`src/rtl/rv_trap_pkg.sv`:
```
// Shared constants for the machine-mode trap controller: cause codes,
// CSR select encodings and the per-cycle event classification.
package rv_trap_pkg;

  localparam int CAUSE_ILL     = 2;
  localparam int CAUSE_ECALL_M = 11;

  localparam logic [1:0] CSR_SEL_MTVEC = 2'd0;
  localparam logic [1:0] CSR_SEL_MASK  = 2'd1;
  localparam logic [1:0] CSR_SEL_MEPC  = 2'd2;

  // Exactly one of these applies per cycle, listed in priority order.
  typedef enum logic [2:0] {
    EV_MRET,
    EV_ILL,
    EV_ECALL,
    EV_IRQ,
    EV_SEQ
  } trap_ev_e;

endpackage

```
`src/rtl/rv_trap_ctrl_if.sv`:
```
// Bundle of the trap controller's datapath-facing signals. The master side
// drives the strobes/CSR bus; the slave side is the controller itself.
interface rv_trap_ctrl_if #(
  parameter int XLEN    = 32,
  parameter int NUM_IRQ = 4
);
  logic [NUM_IRQ-1:0] irq_i;
  logic               ill_instr_i;
  logic               ecall_i;
  logic               mret_i;
  logic [XLEN-1:0]    pc_next_i;
  logic               csr_we_i;
  logic [1:0]         csr_sel_i;
  logic [XLEN-1:0]    csr_wdata_i;

  logic [XLEN-1:0]    pc_o;
  logic [XLEN-1:0]    mepc_o;
  logic [XLEN-1:0]    mcause_o;
  logic [XLEN-1:0]    mtvec_o;
  logic [NUM_IRQ-1:0] irq_mask_o;
  logic               mie_o;
  logic               trap_taken_o;
  logic [NUM_IRQ-1:0] pending_o;

  modport master (
    output irq_i, ill_instr_i, ecall_i, mret_i, pc_next_i,
           csr_we_i, csr_sel_i, csr_wdata_i,
    input  pc_o, mepc_o, mcause_o, mtvec_o, irq_mask_o, mie_o,
           trap_taken_o, pending_o
  );

  modport slave (
    input  irq_i, ill_instr_i, ecall_i, mret_i, pc_next_i,
           csr_we_i, csr_sel_i, csr_wdata_i,
    output pc_o, mepc_o, mcause_o, mtvec_o, irq_mask_o, mie_o,
           trap_taken_o, pending_o
  );
endinterface

```
`src/rtl/rv_irq_prio.sv`:
```
// Rising-edge interrupt capture into sticky pending bits, plus a fixed
// lowest-index-wins priority encoder over the enabled pending lines.
module rv_irq_prio #(
  parameter int NUM_IRQ = 4
) (
  input  logic               clk,
  input  logic               rst,
  input  logic [NUM_IRQ-1:0] irq_i,
  input  logic [NUM_IRQ-1:0] en_i,
  input  logic [NUM_IRQ-1:0] irq_clr_i,
  output logic               irq_valid_o,
  output logic [3:0]         irq_idx_o,
  output logic [NUM_IRQ-1:0] pending_o
);

  logic [NUM_IRQ-1:0] irq_q;
  logic [NUM_IRQ-1:0] pending_q, pending_d;
  logic [NUM_IRQ-1:0] eligible;

  // A new edge re-arms a line even in the cycle its previous request is serviced.
  assign pending_d = (pending_q & ~irq_clr_i) | (irq_i & ~irq_q);
  assign eligible  = pending_q & en_i;

  always_ff @(posedge clk or posedge rst) begin
    if (rst) begin
      irq_q     <= '0;
      pending_q <= '0;
    end else begin
      irq_q     <= irq_i;
      pending_q <= pending_d;
    end
  end

  always_comb begin
    irq_valid_o = 1'b0;
    irq_idx_o   = '0;
    for (int i = NUM_IRQ - 1; i >= 0; i--) begin
      if (eligible[i]) begin
        irq_valid_o = 1'b1;
        irq_idx_o   = 4'(i);
      end
    end
  end

  assign pending_o = pending_q;

endmodule

```
`src/rtl/rv_trap_ctrl.sv`:
```
// Machine-mode trap controller and PC register: picks the next PC from
// mret / exception / interrupt / sequential flow and maintains the trap CSRs.
module rv_trap_ctrl
  import rv_trap_pkg::*;
#(
  parameter int              XLEN        = 32,
  parameter int              NUM_IRQ     = 4,
  parameter int              IRQ_BASE    = 16,
  parameter logic [XLEN-1:0] RESET_PC    = '0,
  parameter logic [XLEN-1:0] MTVEC_RESET = '0,
  parameter bit              VECTORED    = 1'b1
) (
  input logic         clk,
  input logic         rst,
  rv_trap_ctrl_if.slave bus
);

  logic [XLEN-1:0]    pc_q, pc_d;
  logic [XLEN-1:0]    mepc_q, mepc_d;
  logic [XLEN-1:0]    mcause_q, mcause_d;
  logic [XLEN-1:0]    mtvec_q, mtvec_d;
  logic [NUM_IRQ-1:0] mask_q, mask_d;
  logic               mie_q, mie_d;
  logic               mpie_q, mpie_d;
  logic               trap_q, trap_d;

  logic               irq_valid;
  logic [3:0]         irq_idx;
  logic [NUM_IRQ-1:0] irq_clr;
  logic [NUM_IRQ-1:0] pending;
  logic [XLEN-1:0]    irq_code;
  trap_ev_e           ev;

  rv_irq_prio #(.NUM_IRQ(NUM_IRQ)) u_prio (
    .clk         (clk),
    .rst         (rst),
    .irq_i       (bus.irq_i),
    .en_i        (mask_q & {NUM_IRQ{mie_q}}),
    .irq_clr_i   (irq_clr),
    .irq_valid_o (irq_valid),
    .irq_idx_o   (irq_idx),
    .pending_o   (pending)
  );

  always_comb begin
    if (bus.mret_i)           ev = EV_MRET;
    else if (bus.ill_instr_i) ev = EV_ILL;
    else if (bus.ecall_i)     ev = EV_ECALL;
    else if (irq_valid)       ev = EV_IRQ;
    else                      ev = EV_SEQ;
  end

  assign irq_code = XLEN'(IRQ_BASE) + XLEN'(irq_idx);

  // Only the line actually dispatched this cycle gets its pending bit cleared.
  generate
    for (genvar gi = 0; gi < NUM_IRQ; gi++) begin : g_clr
      assign irq_clr[gi] = (ev == EV_IRQ) && (irq_idx == 4'(gi));
    end
  endgenerate

  always_comb begin
    pc_d     = pc_q;
    mepc_d   = mepc_q;
    mcause_d = mcause_q;
    mtvec_d  = mtvec_q;
    mask_d   = mask_q;
    mie_d    = mie_q;
    mpie_d   = mpie_q;
    trap_d   = 1'b0;

    if (bus.csr_we_i) begin
      case (bus.csr_sel_i)
        CSR_SEL_MTVEC: mtvec_d = {bus.csr_wdata_i[XLEN-1:2], 2'b00};
        CSR_SEL_MASK:  mask_d  = bus.csr_wdata_i[NUM_IRQ-1:0];
        CSR_SEL_MEPC:  mepc_d  = bus.csr_wdata_i;
        default:       ;
      endcase
    end

    // Event updates come after the CSR write so a trap's mepc wins.
    case (ev)
      EV_MRET: begin
        pc_d   = mepc_q;
        mie_d  = mpie_q;
        mpie_d = 1'b1;
      end
      EV_ILL, EV_ECALL: begin
        mepc_d   = pc_q;
        mcause_d = (ev == EV_ILL) ? XLEN'(CAUSE_ILL) : XLEN'(CAUSE_ECALL_M);
        pc_d     = mtvec_q;
        mpie_d   = mie_q;
        mie_d    = 1'b0;
        trap_d   = 1'b1;
      end
      EV_IRQ: begin
        mepc_d   = bus.pc_next_i;
        mcause_d = {1'b1, irq_code[XLEN-2:0]};
        pc_d     = VECTORED ? (mtvec_q + (irq_code << 2)) : mtvec_q;
        mpie_d   = mie_q;
        mie_d    = 1'b0;
        trap_d   = 1'b1;
      end
      default: pc_d = bus.pc_next_i;
    endcase
  end

  always_ff @(posedge clk or posedge rst) begin
    if (rst) begin
      pc_q     <= RESET_PC;
      mepc_q   <= '0;
      mcause_q <= '0;
      mtvec_q  <= {MTVEC_RESET[XLEN-1:2], 2'b00};
      mask_q   <= '1;
      mie_q    <= 1'b1;
      mpie_q   <= 1'b1;
      trap_q   <= 1'b0;
    end else begin
      pc_q     <= pc_d;
      mepc_q   <= mepc_d;
      mcause_q <= mcause_d;
      mtvec_q  <= mtvec_d;
      mask_q   <= mask_d;
      mie_q    <= mie_d;
      mpie_q   <= mpie_d;
      trap_q   <= trap_d;
    end
  end

  assign bus.pc_o         = pc_q;
  assign bus.mepc_o       = mepc_q;
  assign bus.mcause_o     = mcause_q;
  assign bus.mtvec_o      = mtvec_q;
  assign bus.irq_mask_o   = mask_q;
  assign bus.mie_o        = mie_q;
  assign bus.trap_taken_o = trap_q;
  assign bus.pending_o    = pending;

endmodule
```
`src/flat_wrapper.sv`:
```
// flat-port wrapper written by rule: the top's interface ports become plain ports
module rv_trap_ctrl_flat import rv_trap_pkg::*;
#(
  parameter int              XLEN        = 32,
  parameter int              NUM_IRQ     = 4,
  parameter int              IRQ_BASE    = 16,
  parameter logic [XLEN-1:0] RESET_PC    = '0,
  parameter logic [XLEN-1:0] MTVEC_RESET = '0,
  parameter bit              VECTORED    = 1'b1
)
  (clk, rst, bus_irq_i, bus_ill_instr_i, bus_ecall_i, bus_mret_i, bus_pc_next_i, bus_csr_we_i, bus_csr_sel_i, bus_csr_wdata_i, bus_pc_o, bus_mepc_o, bus_mcause_o, bus_mtvec_o, bus_irq_mask_o, bus_mie_o, bus_trap_taken_o, bus_pending_o);
  rv_trap_ctrl_if #(.XLEN(XLEN), .NUM_IRQ(NUM_IRQ)) bus_i ();
  input logic clk;
  input logic rst;
  input wire logic [$bits(bus_i.irq_i)-1:0] bus_irq_i;
  input wire logic [$bits(bus_i.ill_instr_i)-1:0] bus_ill_instr_i;
  input wire logic [$bits(bus_i.ecall_i)-1:0] bus_ecall_i;
  input wire logic [$bits(bus_i.mret_i)-1:0] bus_mret_i;
  input wire logic [$bits(bus_i.pc_next_i)-1:0] bus_pc_next_i;
  input wire logic [$bits(bus_i.csr_we_i)-1:0] bus_csr_we_i;
  input wire logic [$bits(bus_i.csr_sel_i)-1:0] bus_csr_sel_i;
  input wire logic [$bits(bus_i.csr_wdata_i)-1:0] bus_csr_wdata_i;
  output wire logic [$bits(bus_i.pc_o)-1:0] bus_pc_o;
  output wire logic [$bits(bus_i.mepc_o)-1:0] bus_mepc_o;
  output wire logic [$bits(bus_i.mcause_o)-1:0] bus_mcause_o;
  output wire logic [$bits(bus_i.mtvec_o)-1:0] bus_mtvec_o;
  output wire logic [$bits(bus_i.irq_mask_o)-1:0] bus_irq_mask_o;
  output wire logic [$bits(bus_i.mie_o)-1:0] bus_mie_o;
  output wire logic [$bits(bus_i.trap_taken_o)-1:0] bus_trap_taken_o;
  output wire logic [$bits(bus_i.pending_o)-1:0] bus_pending_o;
  assign bus_i.irq_i = bus_irq_i;
  assign bus_i.ill_instr_i = bus_ill_instr_i;
  assign bus_i.ecall_i = bus_ecall_i;
  assign bus_i.mret_i = bus_mret_i;
  assign bus_i.pc_next_i = bus_pc_next_i;
  assign bus_i.csr_we_i = bus_csr_we_i;
  assign bus_i.csr_sel_i = bus_csr_sel_i;
  assign bus_i.csr_wdata_i = bus_csr_wdata_i;
  assign bus_pc_o = bus_i.pc_o;
  assign bus_mepc_o = bus_i.mepc_o;
  assign bus_mcause_o = bus_i.mcause_o;
  assign bus_mtvec_o = bus_i.mtvec_o;
  assign bus_irq_mask_o = bus_i.irq_mask_o;
  assign bus_mie_o = bus_i.mie_o;
  assign bus_trap_taken_o = bus_i.trap_taken_o;
  assign bus_pending_o = bus_i.pending_o;
  rv_trap_ctrl #(.XLEN(XLEN), .NUM_IRQ(NUM_IRQ), .IRQ_BASE(IRQ_BASE), .RESET_PC(RESET_PC), .MTVEC_RESET(MTVEC_RESET), .VECTORED(VECTORED)) u_core (.clk(clk), .rst(rst), .bus(bus_i));
endmodule
```
`config.mk`:
```
export PLATFORM = sky130hd
export DESIGN_NAME = rv_trap_ctrl_flat
export DESIGN_NICKNAME = d
export VERILOG_FILES = /design/src/rtl/rv_trap_pkg.sv /design/src/rtl/rv_trap_ctrl_if.sv /design/src/rtl/rv_irq_prio.sv /design/src/rtl/rv_trap_ctrl.sv /design/src/flat_wrapper.sv
export SDC_FILE = /design/constraint.sdc
export NUM_CORES = 1
export LEC_CHECK = 0
export ABC_AREA = 1
export CAP_MARGIN = 0
export CORE_ASPECT_RATIO = 0.9
export CORE_UTILIZATION = 35
export DETAILED_ROUTE_END_ITERATION = 10
export PLACE_DENSITY_LB_ADDON = 0.15
export RECOVER_POWER = 50
export SYNTH_ARGS = -nofsm -noshare
export SYNTH_HDL_FRONTEND = slang
export SYNTH_SLANG_ARGS = --single-unit
```
`constraint.sdc`:
```
create_clock -name clk -period 3.8 [get_ports clk]
set_input_delay 0.76 -clock clk [delete_from_list [all_inputs] [get_ports clk]]
set_output_delay 0.76 -clock clk [all_outputs]
set_load 0.02 [all_outputs]
```
==> reports/metrics.yaml, run 1 <==
yosysTopAreaCellShare_pct: 41.5
antenna-diode-count: 0
cts-resized-gates: 0
finalSetupTns_ns: 0
avgSynthCellArea_um2: 7.10
finalClockSkew_ns: 0.00767
area_growth_syn_to_layout_pct: 39.6
drt-wirelength-per-cell_um: 16.3
core-area_um2: 17800
overflow: 0
clk_path_buf_depth: 2
place.detailed.hpwl_mm: 15.6
clock-sinks: 113
row_count: 46
post-route-util_pct: 50.4
dieArea_um2: 19000
detail-route-antenna-nets: 0
antenna_found_initial: 0
ys_seq_area_share_pct: 44.0
ff2ff_path_depth: 15
cts_setup_buffers: 0
period_needed_ns: 3.34
cp_max_fo: 21
synth_warnings: 0
rr_endpoint: "u_core.bus.pc_o[28]"
drt_first_pass_iters: 6
clk_pin_slew_ns: 0.06
grt_max_degree: 62
status: "finished with violations"
min-delay-start: "u_core.u_prio.irq_q[0]"
holdPathStages: 1
hold_viol_final: 0
hold_class: "reg -> reg"
max_freq_mhz: 300
drv_slew: 92
grt_first_pass_wirelength_mm: 34.3
netlist_area_um2: 6450
finalSetupViolations: 0
die_y_um: 131
start_kind: "input port"
route.vias.total: 6548
crit_path_end_kind: "register"
violations: "max-capacitance violations, max-slew violations"
ir_drop_v: 0.000315
nets: 1167
cts_tree: "yes"
cap_violations: 2
htreeDepth: 4
clk_latency_ns: 0.43
power_leakage_nw: 4.17
wl_mm: 21.8
yosys.area.top_type: "dfrtp_1"
avgViaCountPerCell: 4.88
rsz0062_at_grt: "false"
ys_ff_latch: 113
grtUsageTotal_pct: 23.6
timing.reg2reg.setup_slack_ns: 0.70
synth_area_leaders: "dfrtp_1, nand2_1, nor2_1"
reg2reg_from: "u_core.bus.mie_o"
hold_path_end: "u_core.u_prio.pending_o[0]"
tightestPinTransition_ns: 1.59
die_x_um: 145
gp_congestion: 0.928
crit_required_ns: 4.15
port_buffers: 184
initial_core_util_pct: 36.1
drt_iter0_markers: 551
synth.distinct_cells: 29
max_slew_margin_pct: -5.69
first_global_vias: 6145
numCtsBuffers: 17
drc: 0
hold_buffers: 0
arrival_ns: 3.68
syn_inst: 908
io_pins: 214
root_buffer: "clkbuf_16"
fillCellCount: 1753
layout_worst_path_cycle_share_pct: 87.9
crit_type: "in -> reg"
power_density_nw_per_um2: 528
drive_gt1_share_pct: 5.72
-- kinds of logic (layout without fill, tap and decap cells) --
group,Yosys count,after routing,share of synthesized area [%]
multiplexers,4,4,0.699
other,1,29,0.0582
AND/OR/NAND/NOR,488,488,31.3
XOR/XNOR,1,1,0.136
adder cells (fa/ha/maj),3,3,0.699
flip-flops,113,113,44.0
buffers and inverters,167,332,12.2
AO/OA/AOI/OAI,131,131,10.9
-- registers in the layout, indices dropped and copies added, names as in the netlist --
signal and flops:
u_core.bus.mepc_o 32, u_core.bus.pc_o 32, u_core.bus.mtvec_o 30, u_core.bus.irq_mask_o 4, u_core.bus.mcause_o 4, u_core.u_prio.irq_q 4
u_core.u_prio.pending_o 4, u_core.bus.mie_o 1, u_core.bus.trap_taken_o 1, u_core.mpie_q 1
-- metrics by stage --
step / hold slack (ns) / setup slack, ns / std cells / cell area [um^2] / total power [mW]
finish: 0.415 / 0.462 / 1341 / 9000 / 4.75
global placement: 0.402 / 0.738 / 1309 / 8430 / 3.11
CTS: 0.419 / 0.690 / 1341 / 9040 / 4.79
detailed placement: 0.411 / 0.691 / 1309 / 8430 / 3.11
floorplan: 0.393 / 0.0626 / 936 / 6550 / 2.41
global route: 0.436 / 0.256 / 1341 / 9000 / 4.98
-- layout make-up --
type / instances / area, um^2 / share of cell area, %
multi-input cells: 656 / 2910 / 32.4
well taps: 240 / 300 / 3.34
clock inverters: 15 / 186 / 2.07
clock buffers: 17 / 425 / 4.73
flip-flops and latches: 113 / 2840 / 31.5
inverters: 102 / 384 / 4.27
repair buffers: 198 / 1950 / 21.7
-- placed cells by master (no fill, tap or decap), drive strengths merged --
master / Yosys / layout
nand2: 290 / 290
clkdlybuf4s50: 0 / 160
nor2: 109 / 109
dfrtp: 107 / 107
inv: 102 / 103
nand3: 65 / 65
a21oi: 62 / 62
o21ai: 56 / 56
conb: 1 / 29
dlygate4sd3: 0 / 24
nand4: 20 / 20
clkbuf: 11 / 19
buf: 54 / 12
o2111ai: 10 / 10
dfstp: 6 / 6
clkinv: 0 / 6
clkinvlp: 0 / 5
mux2: 4 / 4
bufinv: 0 / 3
or2: 2 / 2
nand3b: 2 / 2
o31ai: 2 / 2
ha: 2 / 2
xor2: 1 / 1
o2bb2ai: 1 / 1
fa: 1 / 1
-- how the worst max path moves through the flow --
stage,from,end,cells past startpoint
after floorplan,rst,u_core.bus.mcause_o[0],1
after global placement,u_core.bus.mie_o,u_core.bus.pc_o[28],15
after detailed placement,u_core.bus.mie_o,u_core.bus.pc_o[16],15
after CTS,u_core.bus.mie_o,u_core.bus.pc_o[28],15
after global routing,rst,u_core.bus.mtvec_o[22],3
final,bus_ill_instr_i,u_core.bus.mepc_o[0],11
-- cell usage after synthesis, drive strengths merged --
master	n
a21oi	62
buf	54
clkbuf	11
conb	1
dfrtp	107
dfstp	6
fa	1
ha	2
inv	102
mux2	4
nand2	290
nand3	65
nand3b	2
nand4	20
nor2	109
o2111ai	10
o21ai	56
o2bb2ai	1
o31ai	2
or2	2
xor2	1
-- routing by layer --
metal	track usage (%)	up-vias	share of wire, %
met5	0	-	0
met4	6.19	0	0.86
met3	5.28	19	7.5
met2	35.7	283	44
met1	33.9	3051	48
li1	-	3195	-
-- power by group --
part	leakage (nW)	total (mW)	switching, mW	internal [mW]
clock	0.286	1.67	0.635	1.04
combinational	2.59	1.45	0.839	0.611
sequential	1.29	1.63	0.217	1.41
-- critical path, cell delays in order --
cell and delay (ns):
dlygate4sd3_1 0.57, inv_1 0.10, nand2_1 0.08, nor2_1 0.12
inv_1 0.10, nor2_1 1.07, nor2_8 0.14, nand2_2 0.34
buf_12 0.23, nor2_1 0.06, a21oi_1 0.12
No activity file was read; power rests on OpenSTA's default activity.
==> run 2: changes to the inputs <==
--- a/config.mk
+++ b/config.mk
@@ -6,12 +6,14 @@
 export NUM_CORES = 1
 export LEC_CHECK = 0
 export ABC_AREA = 1
-export CAP_MARGIN = 0
+export CAP_MARGIN = 20
 export CORE_ASPECT_RATIO = 0.9
 export CORE_UTILIZATION = 35
 export DETAILED_ROUTE_END_ITERATION = 10
 export PLACE_DENSITY_LB_ADDON = 0.15
 export RECOVER_POWER = 50
+export SKIP_CTS_REPAIR_TIMING = 1
+export SLEW_MARGIN = 20
 export SYNTH_ARGS = -nofsm -noshare
 export SYNTH_HDL_FRONTEND = slang
 export SYNTH_SLANG_ARGS = --single-unit
==> results of run 2 <==
Final layout, timing and power as in run 1 (identical DEF).
